==> config.mk <==
export PLATFORM = sky130hd
export DESIGN_NAME = cpu_mem_arbiter
export DESIGN_NICKNAME = d
export VERILOG_FILES = /design/src/rtl/cpu_mem_arbiter.sv
export SDC_FILE = /design/constraint.sdc
export NUM_CORES = 1
export LEC_CHECK = 0
export CAP_MARGIN = 20
export CORE_UTILIZATION = 33
export CTS_CLUSTER_SIZE = 8
export DETAILED_ROUTE_END_ITERATION = 10
export HOLD_SLACK_MARGIN = 0.03
export PLACE_DENSITY = 0.83
export SYNTH_ARGS = -nofsm -noshare
export SYNTH_HDL_FRONTEND = slang
export SYNTH_SLANG_ARGS = --single-unit
==> constraint.sdc <==
create_clock -name i_clk -period 3.1 [get_ports i_clk]
set_input_delay 0.775 -clock i_clk [delete_from_list [all_inputs] [get_ports i_clk]]
set_output_delay 0.775 -clock i_clk [all_outputs]
set_load 0.02 [all_outputs]
==> src/rtl/cpu_mem_arbiter.sv <==
// cpu_mem_arbiter: shares one single-port synchronous memory between fetch and load/store,
// with data accesses taking priority and a saturating fetch-stall counter.
module cpu_mem_arbiter #(
  parameter int AW = 16,
  parameter int DW = 16,
  parameter int RD_LAT = 1
) (
  input  logic          i_clk,
  input  logic          i_reset,
  input  logic          i_if_req,
  input  logic [AW-1:0] i_if_addr,
  output logic          o_if_valid,
  output logic [DW-1:0] o_if_rdata,
  output logic          o_if_stall,
  input  logic          i_ld_req,
  input  logic          i_st_req,
  input  logic [AW-1:0] i_d_addr,
  input  logic [DW-1:0] i_d_wdata,
  output logic          o_d_valid,
  output logic [DW-1:0] o_d_rdata,
  output logic          o_d_stall,
  output logic [AW-1:0] o_mem_addr,
  output logic          o_mem_rd,
  output logic          o_mem_wr,
  output logic [DW-1:0] o_mem_wdata,
  input  logic [DW-1:0] i_mem_rdata,
  output logic          o_busy,
  output logic [15:0]   o_if_stall_cnt
);
  typedef enum logic {IDLE, WAIT} state_t;
  typedef enum logic {OWN_IF, OWN_D} owner_t;
  typedef enum logic {OP_RD, OP_WR} op_t;
  localparam logic [2:0] RD_CNT = 3'(RD_LAT - 1);
  state_t     state;
  owner_t     owner;
  op_t        op;
  logic [2:0] cnt;
  logic       done, free, d_req, d_elig, if_elig, gnt_d, gnt_if, gnt_wr;
  assign done = (state == WAIT) && (cnt == 3'd0);
  assign free = (state == IDLE) || done;
  assign d_req = i_ld_req | i_st_req;
  // the completing owner's still-held request belongs to the finished access
  assign d_elig = d_req && free && !(done && owner == OWN_D);
  assign if_elig = i_if_req && free && !(done && owner == OWN_IF);
  assign gnt_d = d_elig;
  assign gnt_if = if_elig && !d_elig;
  assign gnt_wr = gnt_d && i_st_req;
  assign o_mem_rd = !i_reset && (gnt_if || (gnt_d && !i_st_req));
  assign o_mem_wr = !i_reset && gnt_wr;
  assign o_mem_addr = gnt_d ? i_d_addr : i_if_addr;
  assign o_mem_wdata = i_d_wdata;
  assign o_if_valid = !i_reset && done && owner == OWN_IF;
  assign o_d_valid = !i_reset && done && owner == OWN_D;
  assign o_if_rdata = i_mem_rdata;
  assign o_d_rdata = i_mem_rdata;
  assign o_if_stall = i_if_req && !o_if_valid;
  assign o_d_stall = d_req && !o_d_valid;
  assign o_busy = state == WAIT;
  always_ff @(posedge i_clk or posedge i_reset) begin
    if (i_reset) begin
      state <= IDLE;
      owner <= OWN_IF;
      op <= OP_RD;
      cnt <= 3'd0;
      o_if_stall_cnt <= 16'd0;
    end else begin
      if (gnt_d || gnt_if) begin
        state <= WAIT;
        owner <= gnt_d ? OWN_D : OWN_IF;
        op <= gnt_wr ? OP_WR : OP_RD;
        cnt <= gnt_wr ? 3'd0 : RD_CNT;
      end else if (state == WAIT && op == OP_RD && cnt != 3'd0) begin
        cnt <= cnt - 3'd1;
      end else if (done) begin
        state <= IDLE;
      end
      if (o_if_stall && o_if_stall_cnt != 16'hFFFF)
        o_if_stall_cnt <= o_if_stall_cnt + 16'd1;
    end
  end
endmodule

==> reports/qor.csv, run 1 <==
metric;value;unit
status;finished clean;
syn nets;259;
Pwr per Cell Area;690.6;mW/mm2
cell area after synthesis;0.001842;mm2
Rel. slew slack;52.05;%
final setup fails;0;
post-placement cell count;295;
Max-Cap Viols;0;
total core area;0.005238;mm2
most frequent cell after synthesis;buf_4;
clk buf depth;2;
gr ovfl total;0;
Worst Setup Path Type;primary input to output pin;
I/O pins;156;
reg2reg start;o_if_stall_cnt[0]$_DFFE_PP0P_;
Wirelength per Cell;14.63;um
vias;1458;
DR pass1 iterations;4;
nets@finish;304;
Synth area leaders;dfrtp_1 (30%), buf_4 (20%), mux2_4 (7.3%), mux2_2 (5.5%), xor2_1 (4.3%);
vias per cell;4.844;
largest net degree at the start of global routing;24;
gpl congestion;0.8473;
top post-synthesis cells by count;buf_4 (48), dfrtp_1 (22);
DR DRC count;0;
Final Max Tran Viols;0;
Critical Path Source Type;primary input;
initial antenna violation count;0;
vias in the first global route;1433;
Worst Max-Slew Pin Slew;0.7103;ns
Starting Density;35.16;%
height of the die;76.71;um
antenna cells;0;
worst path required time;2.32;ns
row count;26;
Die X;76.71;um
clock sinks;22;
Starting DRT DRC Count;32;
Fmax;326.1;MHz
Netlist cell types;38;
clk_skew;0.009111;ns
worst skew pair latency;0.27;ns
Hold Crit Start;o_if_stall_cnt[11]$_DFFE_PP0P_;
crit end category;output pin;
final wirelength;4405;um
leakage;1.140;nW
Max IR drop VDD;0.0004072;V
number of hold buffers added after cts;0;
ys async rst share;100.0;%
crit path max fanout;11;
Root Buffer;clkbuf_8;
Area Growth Syn to Fin;36.96;%
Hold WC Path Type;register to register;
CTS Buf Count;3;
hpwl dp;3325;um
first-pass GRT wire length;6713;um
synth warn;0;
min Tclk post-route;3.067;ns
Avg Inst Size Synth;9.849;um2
CTS clk-pin slew, worst paths;0.07;ns
port bufs;75;
Worst EP arrival;2.29;ns
die area;0.005884;mm2
Total Power;1.742;mW
Cells after Synth;187;
Non-Filler Instances;301;
top cell type's share of synthesized area;29.89;%
share of layout cells above drive strength 1;23.81;%
CP startpoint;i_st_req;
Post-synth EDFFs;0;
number of synthesized register bits;22;
H-tree depth;1;
GRT Overall Usage;14.12;%
Seq/Total Area, Yosys;29.89;%
area leader, netlist;dfrtp_1;
Final period util;98.92;%
final antenna-violating net count;0;
CTS tree;done;
endpoints failing hold;0;
most frequently used flop master after synthesis;dfrtp_1;
cells by family after synthesis:
| family | count (synthesis) | share of synthesized area, % |
|---|---|---|
| buffers and inverters | 58 | 22.96 |
| AOI/OAI and AO/OA | 26 | 10.53 |
| and+or+nand+nor | 45 | 14.61 |
| muxes | 18 | 12.84 |
| xor gates and xnor gates | 15 | 7.133 |
| adders and majority gates | 3 | 2.038 |
| DFF | 22 | 29.89 |
cells in the final DEF, fill, tap and decap left out, types with 6 or more instances in the layout:
cell,instances
clkdlybuf4s50_1,54
dfrtp_1,22
mux2_4,14
buf_4,13
xor2_1,9
a21oi_1,8
nor2_1,8
clkdlybuf4s15_1,8
nand2_1,7
and3_1,7
buf_6,7
xnor2_1,6
metal layers:
layer  global-route usage, %  routed length (um)
met3                   4.643                 259
met4                   5.385                  89
met5                       0                   0
met2                   22.59                2142
met1                   17.46                1913
report_power, final:
group	internal (mW)	leakage, nW	switching [mW]
clock	0.173	0.0357	0.0977
sequential	0.351	0.285	0.105
combinational	0.533	0.819	0.482
stage by stage:
stage	setup TNS (ns)	cell area (um2)	setup slack (ns)	hold slack, ns	utilization [%]
2_1_floorplan	0	1842	0.3149	0.4899	-
3_3_place_gp	-3.228	2401	-0.2081	0.4916	45.84
3_5_place_dp	-3.655	2401	-0.2495	0.4889	45.84
4_1_cts	0	2449	0.005033	0.5043	46.75
5_1_grt	-0.006969	2522	-0.006969	0.5212	48.16
6_report	0	2522	0.03340	0.5051	48.16
final cells by class:
type                    instances  area, um2
fillers                       465       2715
multi-input cells             107      907.1
repair buffers                 91      879.6
flip-flops and latches         22      550.5
well taps                      70      87.58
clock buffers                   3      41.29
clock inverters                 1      30.03
inverters                       7      26.28
worst paths after layout:
path	cells past startpoint	end	slack, ns
setup / recovery	6	o_mem_addr[9]	0.03
hold / removal	1	o_if_stall_cnt[11]$_DFFE_PP0P_	0.51
setup reg to reg	5	o_if_stall_cnt[11]$_DFFE_PP0P_	1.07
hold reg to reg	1	o_if_stall_cnt[11]$_DFFE_PP0P_	0.51
max in group asynchronous	4	o_if_stall_cnt[1]$_DFFE_PP0P_	1.83
min in group asynchronous	4	o_busy$_DFFE_PP0P_	1.02
registers in the layout, indices dropped and copies added, names as in the netlist:
register	flops
o_busy	1
cnt	3
owner	1
op	1
o_if_stall_cnt	16
timing repair:
action,in CTS,in global routing
pin swaps,1,2
setup endpoints to repair,21,17
gates resized for setup,44,31
buffers inserted,2,1
critical path, cell delays in order:
cell,delay [ns]
clkdlybuf4s50_1,0.50
nor2_2,0.07
a21oi_4,0.16
buf_12,0.17
mux2_4,0.30
dlygate4sd2_1,0.32
Note: power is estimated with default switching activity, not from simulation.
==> run 2, diff against run 1 <==
--- a/config.mk
+++ b/config.mk
@@ -7,7 +7,6 @@
 export LEC_CHECK = 0
 export CAP_MARGIN = 20
 export CORE_UTILIZATION = 33
-export CTS_CLUSTER_SIZE = 8
 export DETAILED_ROUTE_END_ITERATION = 10
 export HOLD_SLACK_MARGIN = 0.03
 export PLACE_DENSITY = 0.83
==> results of run 2 <==
The final DEF is identical to that of run 1; final timing and power are the same.
